**src/rtl/id_ex_if.sv**
```systemverilog
// ============================================================================
// id_ex_if : decode-side, hazard-control, forwarding and EX-facing signals
//            of the ID/EX pipeline register.
// Rev 1.0
// ============================================================================
`default_nettype none

interface id_ex_if;
  logic        id_valid;
  logic [31:0] id_rs_data;
  logic [31:0] id_rt_data;
  logic [31:0] id_imm;
  logic [4:0]  id_rs;
  logic [4:0]  id_rt;
  logic [4:0]  id_rd;
  logic [3:0]  id_alu_ctrl;
  logic        id_alu_src;
  logic        id_reg_dst;
  logic        id_reg_write;
  logic        id_mem_read;
  logic        id_mem_write;
  logic        stall;
  logic        flush;
  logic        exmem_reg_write;
  logic        memwb_reg_write;
  logic [4:0]  exmem_rd;
  logic [4:0]  memwb_rd;
  logic [31:0] exmem_result;
  logic [31:0] memwb_result;
  logic        ex_valid;
  logic [31:0] ex_a;
  logic [31:0] ex_b;
  logic [31:0] ex_store_data;
  logic [3:0]  ex_alu_ctrl;
  logic [4:0]  ex_dest;
  logic        ex_reg_write;
  logic        ex_mem_read;
  logic        ex_mem_write;
  logic        hazard_stall;

  modport master (
    output id_valid, id_rs_data, id_rt_data, id_imm, id_rs, id_rt, id_rd,
           id_alu_ctrl, id_alu_src, id_reg_dst, id_reg_write, id_mem_read,
           id_mem_write, stall, flush, exmem_reg_write, memwb_reg_write,
           exmem_rd, memwb_rd, exmem_result, memwb_result,
    input  ex_valid, ex_a, ex_b, ex_store_data, ex_alu_ctrl, ex_dest,
           ex_reg_write, ex_mem_read, ex_mem_write, hazard_stall
  );

  modport slave (
    input  id_valid, id_rs_data, id_rt_data, id_imm, id_rs, id_rt, id_rd,
           id_alu_ctrl, id_alu_src, id_reg_dst, id_reg_write, id_mem_read,
           id_mem_write, stall, flush, exmem_reg_write, memwb_reg_write,
           exmem_rd, memwb_rd, exmem_result, memwb_result,
    output ex_valid, ex_a, ex_b, ex_store_data, ex_alu_ctrl, ex_dest,
           ex_reg_write, ex_mem_read, ex_mem_write, hazard_stall
  );
endinterface

`default_nettype wire

```
**src/rtl/id_ex_reg.sv**
```systemverilog
// ============================================================================
// id_ex_reg : ID/EX pipeline register with load-use hazard detection and
//             EX/MEM, MEM/WB operand forwarding.
// Rev 1.0
// ============================================================================
`default_nettype none

module id_ex_reg (
  input wire logic   clk,
  input wire logic   rst_n,
  id_ex_if.slave     bus
);

  typedef struct packed {
    logic        valid;
    logic [31:0] rs_data;
    logic [31:0] rt_data;
    logic [31:0] imm;
    logic [4:0]  rs;
    logic [4:0]  rt;
    logic [4:0]  dest;
    logic [3:0]  alu_ctrl;
    logic        alu_src;
    logic        reg_write;
    logic        mem_read;
    logic        mem_write;
  } stage_t;

  stage_t stage_q;
  stage_t stage_d;
  stage_t load_w;
  logic   hazard_w;

  // EX/MEM is the younger result, so it is checked first; index 0 is never forwarded.
  function automatic logic [31:0] fwd(
    input logic [31:0] x,
    input logic [4:0]  idx,
    input logic        em_we,
    input logic [4:0]  em_rd,
    input logic [31:0] em_res,
    input logic        mw_we,
    input logic [4:0]  mw_rd,
    input logic [31:0] mw_res
  );
    if (em_we && (em_rd != 5'd0) && (em_rd == idx))      return em_res;
    else if (mw_we && (mw_rd != 5'd0) && (mw_rd == idx)) return mw_res;
    else                                                 return x;
  endfunction

  always_comb begin
    hazard_w = bus.id_valid & stage_q.valid & stage_q.mem_read &
               (stage_q.dest != 5'd0) &
               ((stage_q.dest == bus.id_rs) | (stage_q.dest == bus.id_rt));
  end

  always_comb begin
    load_w           = '0;
    load_w.valid     = bus.id_valid;
    load_w.rs_data   = bus.id_rs_data;
    load_w.rt_data   = bus.id_rt_data;
    load_w.imm       = bus.id_imm;
    load_w.rs        = bus.id_rs;
    load_w.rt        = bus.id_rt;
    load_w.dest      = bus.id_reg_dst ? bus.id_rd : bus.id_rt;
    load_w.alu_ctrl  = bus.id_alu_ctrl;
    load_w.alu_src   = bus.id_alu_src;
    // Side-effecting controls are suppressed for an invalid slot.
    load_w.reg_write = bus.id_reg_write & bus.id_valid;
    load_w.mem_read  = bus.id_mem_read  & bus.id_valid;
    load_w.mem_write = bus.id_mem_write & bus.id_valid;
  end

  always_comb begin
    stage_d = stage_q;
    if (bus.flush)      stage_d = '0;
    else if (bus.stall) stage_d = stage_q;
    else if (hazard_w)  stage_d = '0;
    else                stage_d = load_w;
  end

  always_ff @(posedge clk) begin
    if (!rst_n) stage_q <= '0;
    else        stage_q <= stage_d;
  end

  logic [31:0] fwd_rs;
  logic [31:0] fwd_rt;

  always_comb begin
    fwd_rs = fwd(stage_q.rs_data, stage_q.rs,
                 bus.exmem_reg_write, bus.exmem_rd, bus.exmem_result,
                 bus.memwb_reg_write, bus.memwb_rd, bus.memwb_result);
    fwd_rt = fwd(stage_q.rt_data, stage_q.rt,
                 bus.exmem_reg_write, bus.exmem_rd, bus.exmem_result,
                 bus.memwb_reg_write, bus.memwb_rd, bus.memwb_result);
  end

  assign bus.ex_a          = fwd_rs;
  assign bus.ex_store_data = fwd_rt;
  assign bus.ex_b          = stage_q.alu_src ? stage_q.imm : fwd_rt;
  assign bus.ex_valid      = stage_q.valid;
  assign bus.ex_alu_ctrl   = stage_q.alu_ctrl;
  assign bus.ex_dest       = stage_q.dest;
  assign bus.ex_reg_write  = stage_q.reg_write;
  assign bus.ex_mem_read   = stage_q.mem_read;
  assign bus.ex_mem_write  = stage_q.mem_write;
  assign bus.hazard_stall  = hazard_w;

endmodule

`default_nettype wire

```
**src/flat_wrapper.sv**
```systemverilog
// flat-port wrapper written by rule: the top's interface ports become plain ports
module id_ex_reg_flat 
  (clk, rst_n, bus_id_valid, bus_id_rs_data, bus_id_rt_data, bus_id_imm, bus_id_rs, bus_id_rt, bus_id_rd, bus_id_alu_ctrl, bus_id_alu_src, bus_id_reg_dst, bus_id_reg_write, bus_id_mem_read, bus_id_mem_write, bus_stall, bus_flush, bus_exmem_reg_write, bus_memwb_reg_write, bus_exmem_rd, bus_memwb_rd, bus_exmem_result, bus_memwb_result, bus_ex_valid, bus_ex_a, bus_ex_b, bus_ex_store_data, bus_ex_alu_ctrl, bus_ex_dest, bus_ex_reg_write, bus_ex_mem_read, bus_ex_mem_write, bus_hazard_stall);
  id_ex_if bus_i ();
  input wire logic clk;
  input wire logic rst_n;
  input wire logic [$bits(bus_i.id_valid)-1:0] bus_id_valid;
  input wire logic [$bits(bus_i.id_rs_data)-1:0] bus_id_rs_data;
  input wire logic [$bits(bus_i.id_rt_data)-1:0] bus_id_rt_data;
  input wire logic [$bits(bus_i.id_imm)-1:0] bus_id_imm;
  input wire logic [$bits(bus_i.id_rs)-1:0] bus_id_rs;
  input wire logic [$bits(bus_i.id_rt)-1:0] bus_id_rt;
  input wire logic [$bits(bus_i.id_rd)-1:0] bus_id_rd;
  input wire logic [$bits(bus_i.id_alu_ctrl)-1:0] bus_id_alu_ctrl;
  input wire logic [$bits(bus_i.id_alu_src)-1:0] bus_id_alu_src;
  input wire logic [$bits(bus_i.id_reg_dst)-1:0] bus_id_reg_dst;
  input wire logic [$bits(bus_i.id_reg_write)-1:0] bus_id_reg_write;
  input wire logic [$bits(bus_i.id_mem_read)-1:0] bus_id_mem_read;
  input wire logic [$bits(bus_i.id_mem_write)-1:0] bus_id_mem_write;
  input wire logic [$bits(bus_i.stall)-1:0] bus_stall;
  input wire logic [$bits(bus_i.flush)-1:0] bus_flush;
  input wire logic [$bits(bus_i.exmem_reg_write)-1:0] bus_exmem_reg_write;
  input wire logic [$bits(bus_i.memwb_reg_write)-1:0] bus_memwb_reg_write;
  input wire logic [$bits(bus_i.exmem_rd)-1:0] bus_exmem_rd;
  input wire logic [$bits(bus_i.memwb_rd)-1:0] bus_memwb_rd;
  input wire logic [$bits(bus_i.exmem_result)-1:0] bus_exmem_result;
  input wire logic [$bits(bus_i.memwb_result)-1:0] bus_memwb_result;
  output wire logic [$bits(bus_i.ex_valid)-1:0] bus_ex_valid;
  output wire logic [$bits(bus_i.ex_a)-1:0] bus_ex_a;
  output wire logic [$bits(bus_i.ex_b)-1:0] bus_ex_b;
  output wire logic [$bits(bus_i.ex_store_data)-1:0] bus_ex_store_data;
  output wire logic [$bits(bus_i.ex_alu_ctrl)-1:0] bus_ex_alu_ctrl;
  output wire logic [$bits(bus_i.ex_dest)-1:0] bus_ex_dest;
  output wire logic [$bits(bus_i.ex_reg_write)-1:0] bus_ex_reg_write;
  output wire logic [$bits(bus_i.ex_mem_read)-1:0] bus_ex_mem_read;
  output wire logic [$bits(bus_i.ex_mem_write)-1:0] bus_ex_mem_write;
  output wire logic [$bits(bus_i.hazard_stall)-1:0] bus_hazard_stall;
  assign bus_i.id_valid = bus_id_valid;
  assign bus_i.id_rs_data = bus_id_rs_data;
  assign bus_i.id_rt_data = bus_id_rt_data;
  assign bus_i.id_imm = bus_id_imm;
  assign bus_i.id_rs = bus_id_rs;
  assign bus_i.id_rt = bus_id_rt;
  assign bus_i.id_rd = bus_id_rd;
  assign bus_i.id_alu_ctrl = bus_id_alu_ctrl;
  assign bus_i.id_alu_src = bus_id_alu_src;
  assign bus_i.id_reg_dst = bus_id_reg_dst;
  assign bus_i.id_reg_write = bus_id_reg_write;
  assign bus_i.id_mem_read = bus_id_mem_read;
  assign bus_i.id_mem_write = bus_id_mem_write;
  assign bus_i.stall = bus_stall;
  assign bus_i.flush = bus_flush;
  assign bus_i.exmem_reg_write = bus_exmem_reg_write;
  assign bus_i.memwb_reg_write = bus_memwb_reg_write;
  assign bus_i.exmem_rd = bus_exmem_rd;
  assign bus_i.memwb_rd = bus_memwb_rd;
  assign bus_i.exmem_result = bus_exmem_result;
  assign bus_i.memwb_result = bus_memwb_result;
  assign bus_ex_valid = bus_i.ex_valid;
  assign bus_ex_a = bus_i.ex_a;
  assign bus_ex_b = bus_i.ex_b;
  assign bus_ex_store_data = bus_i.ex_store_data;
  assign bus_ex_alu_ctrl = bus_i.ex_alu_ctrl;
  assign bus_ex_dest = bus_i.ex_dest;
  assign bus_ex_reg_write = bus_i.ex_reg_write;
  assign bus_ex_mem_read = bus_i.ex_mem_read;
  assign bus_ex_mem_write = bus_i.ex_mem_write;
  assign bus_hazard_stall = bus_i.hazard_stall;
  id_ex_reg u_core (.clk(clk), .rst_n(rst_n), .bus(bus_i));
endmodule
```
**config.mk**
```make
export PLATFORM = sky130hd
export DESIGN_NAME = id_ex_reg_flat
export DESIGN_NICKNAME = d
export VERILOG_FILES = /design/src/rtl/id_ex_if.sv /design/src/rtl/id_ex_reg.sv /design/src/flat_wrapper.sv
export SDC_FILE = /design/constraint.sdc
export NUM_CORES = 1
export LEC_CHECK = 0
export CORE_MARGIN = 1.5
export CORE_UTILIZATION = 35
export CTS_CLUSTER_DIAMETER = 200
export DETAILED_ROUTE_END_ITERATION = 7
export PLACE_DENSITY = 0.8
export SETUP_SLACK_MARGIN = 0.2
export SYNTH_ARGS = -nofsm -noshare
export SYNTH_HDL_FRONTEND = slang
export SYNTH_SLANG_ARGS = --single-unit
export TNS_END_PERCENT = 100
```
**constraint.sdc**
```tcl
create_clock -name clk -period 3.6 [get_ports clk]
set_input_delay 0.54 -clock clk [delete_from_list [all_inputs] [get_ports clk]]
set_output_delay 0.54 -clock clk [all_outputs]
set_load 0.1 [all_outputs]
```
==> metrics.txt <==
DR vias 7218; hold path start u_core.bus.ex_mem_write; vias per cell 5.71; Final Hold Fails 0; H-tree levels 4; CP Max Fanout 8; P&R area growth vs syn 94.4%; Top FF cell, synth dfxtp_1; Setup violations, final 0; biggest area consumer among synthesized cells dfxtp_1; clock root buffer master clkbuf_16; part of the power in registers 29.6%; Static Leakage 4.61 nW; Final period util roughly 93%; gr ovfl total 0; startpoint class of the critical path primary input; fraction of registers with async set/reset 0%; WS Path Type in2out; switching part of the total 33.0%; Nets 1218; hold path depth 1; PnR worst setup slack about 0.25 ns; routability cong. 0.816; Mapped Cells 714; crit path time final about 3.4 ns; final wirelength 27900 um; die area 19700 um^2; DRC Markers 0; YS warnings 0; drt pass-1 iters 7; pwr dens 373 nW/um^2; EDFF count, synth 0; Register-to-Register Path Depth 5; Worst R2R End u_core.stage_q[97]; commonest cells after routing, fill and taps aside clkdlybuf4s50_1, dfxtp_1, a22o_1; largest net degree at the start of global routing 66; CP required approximately 3 ns; CTS Buffer Depth 2; clock sink total 120; Avg WL per Cell 22.1 um; part of the power in the clock network 39.8%; synth unique cells 33; dominant cells by area after synthesis dfxtp_1, a22o_1, mux2_2; Core ar. 18600 um^2; maxcap violations 0; internal power 3.20 mW; cts hold-fix bufs 0; actual slew at the worst max-slew pin 0.984 ns; Worst-path clk slew 0.06 ns; Post-Syn Nets 915; dpl hpwl 19400 um; boundary pin count between 300 and 400; RSZ-0062 raised after global routing no; Worst Hold Class reg2reg; worst-skew pair later-pin latency roughly 0.42 ns; final setup TNS 0 ns; sw power 1.58 mW; crit-path cells clkdlybuf4s50_1 -> or4_4 -> o211ai_4 -> or2_4 -> bufbuf_16 -> a31oi_4 -> mux2_4 -> buf_12; DP Worst Slack -0.128 ns; critical path's slowest cell clkdlybuf4s50_1; vias in the first global route 7387; Mapped Avg Cell Area slightly above 9 um^2; area share of the largest cell type after synthesis 36.4%; initial antenna violation count 1; share of cells above drive strength 1 33.6%; Worst Skew 0.0102 ns; Post-Syn Area between 6000 and 7000 um^2; status finished, final reports clean; die height 140 um; Yosys reg bits 120; number of DRC markers in iteration 0 460; commonest non-fill, non-tap cell in the layout clkdlybuf4s50_1; logic gate share of total power between 30% and 40%; post-route ant nets 0; Worst VDD drop about 0.32 mV; TritonCTS clock tree built; Port Buffer Count 310; critical path's top delay family buffers and inverters; Slew headroom between 30 and 40%; crit end category output port; gr usage total 27.5%; fmax around 300 MHz; Buffers & Inverters on Critical Path 3; Die Wd 140 um; Core Rows 50; Num CTS Buffers 17; worst reg2reg startpoint u_core.bus.ex_dest[0]; max-slew violations 0; worst hold slack about 0.46 ns; Hold Crit Endpoint u_core.bus.ex_mem_write; sequential fraction of the synthesis area 36.4%; CP arrival 2.81 ns; initial core utilization 35.5%; first-pass GRT wire length 42200 um; Worst path max stage delay 0.48 ns; flop2flop setup slack 1.50 ns
cell families (layout without fill, tap and decap cells):
| group | after synthesis | in the layout | share of synthesized area [%] |
|---|---|---|---|
| other cells | 0 | 1 | 0 |
| buf+inv | 91 | 407 | 6.73 |
| flops | 120 | 120 | 36.4 |
| compound gates | 221 | 221 | 28.0 |
| simple gates | 183 | 183 | 13.7 |
| mux | 69 | 69 | 11.2 |
| xor+xnor | 30 | 30 | 3.98 |
worst reg2reg max path: stages, from the launching register on:
cell	delay [ns]
dfxtp_1	0.37
nor3_1	0.22
a21oi_1	0.12
a2111oi_2	0.71
buf_12	0.36
a22o_1	0.26
how the worst max path moves through the flow:
stage,start,to,slack [ns],depth (start not counted)
4_1_cts,bus_memwb_rd[0],bus_ex_b[27],0.16,8
3_5_place_dp,bus_memwb_rd[0],bus_ex_b[31],-0.13,8
5_1_grt,bus_exmem_rd[0],bus_ex_b[11],0.20,8
2_1_floorplan,bus_exmem_rd[0],bus_ex_b[10],-0.22,6
6_report,bus_exmem_rd[0],bus_ex_b[7],0.25,8
3_3_place_gp,bus_memwb_rd[0],bus_ex_b[31],-0.09,8
what timing repair did:
action	in CTS	in global routing
setup endpoints to repair	60	73
setup buffers	0	1
endpoints found under the hold margin	0	0
pin swaps	2	6
resized for setup	13	27
cloned	1	3
cell type report:
class,instances,area [um^2]
fillers,1326,5760
repair buffers,374,4740
multi-input cells,503,4730
flip-flops and latches,120,2400
clock buffers,19,453
well taps,234,293
clock inverters,13,191
inverters,1,3.75
diodes,1,2.50
synthesized netlist by cell type, drive strengths merged, types with 3 or more instances:
cell / n
a21oi: 33
xor2: 9
mux2: 37
nor2: 35
xnor2: 21
dfxtp: 120
nor4: 33
buf: 46
a32o: 3
mux2i: 32
o31ai: 32
nand3: 36
a22o: 117
clkbuf: 44
nor3: 34
nand2: 35
a31oi: 32
routing by layer:
layer | GRT usage (%) | wire (um) | vias to the layer above | share of wire (%)
met5 | 0 | 0 | - | 0
met4 | 10.0 | 825 | 0 | 3.0
met3 | 5.95 | 1830 | 58 | 6.6
met2 | 47.3 | 13900 | 321 | 50
met1 | 33.8 | 11400 | 3497 | 41
li1 | - | - | 3342 | -
metrics by stage:
step                std cells  cell area (um^2)  power, mW  util (%)
detailed placement       1227             11800       2.87      63.7
global placement         1227             11800       2.85      63.7
floorplan                 714              7300       2.22         -
finish                   1265             12800       4.78      69.0
global route             1265             12800       4.91      69.0
CTS                      1260             12600       4.78      67.7
sequential cells by signal (all words and copies together) (netlist names):
register,count
u_core.bus.ex_alu_ctrl,4
u_core.bus.ex_dest,5
u_core.bus.ex_mem_read,1
u_core.bus.ex_mem_write,1
u_core.bus.ex_reg_write,1
u_core.bus.ex_valid,1
u_core.stage_q,107
power by group through the flow:
stage | combinational [mW] | clock [mW] | sequential (mW)
global route | 1.51 | 1.98 | 1.42
global placement | 1.41 | 0 | 1.44
CTS | 1.44 | 1.92 | 1.41
detailed placement | 1.43 | 0 | 1.44
floorplan | 0.789 | 0 | 1.43
finish | 1.46 | 1.91 | 1.42
(Power assumes the default switching activity.)
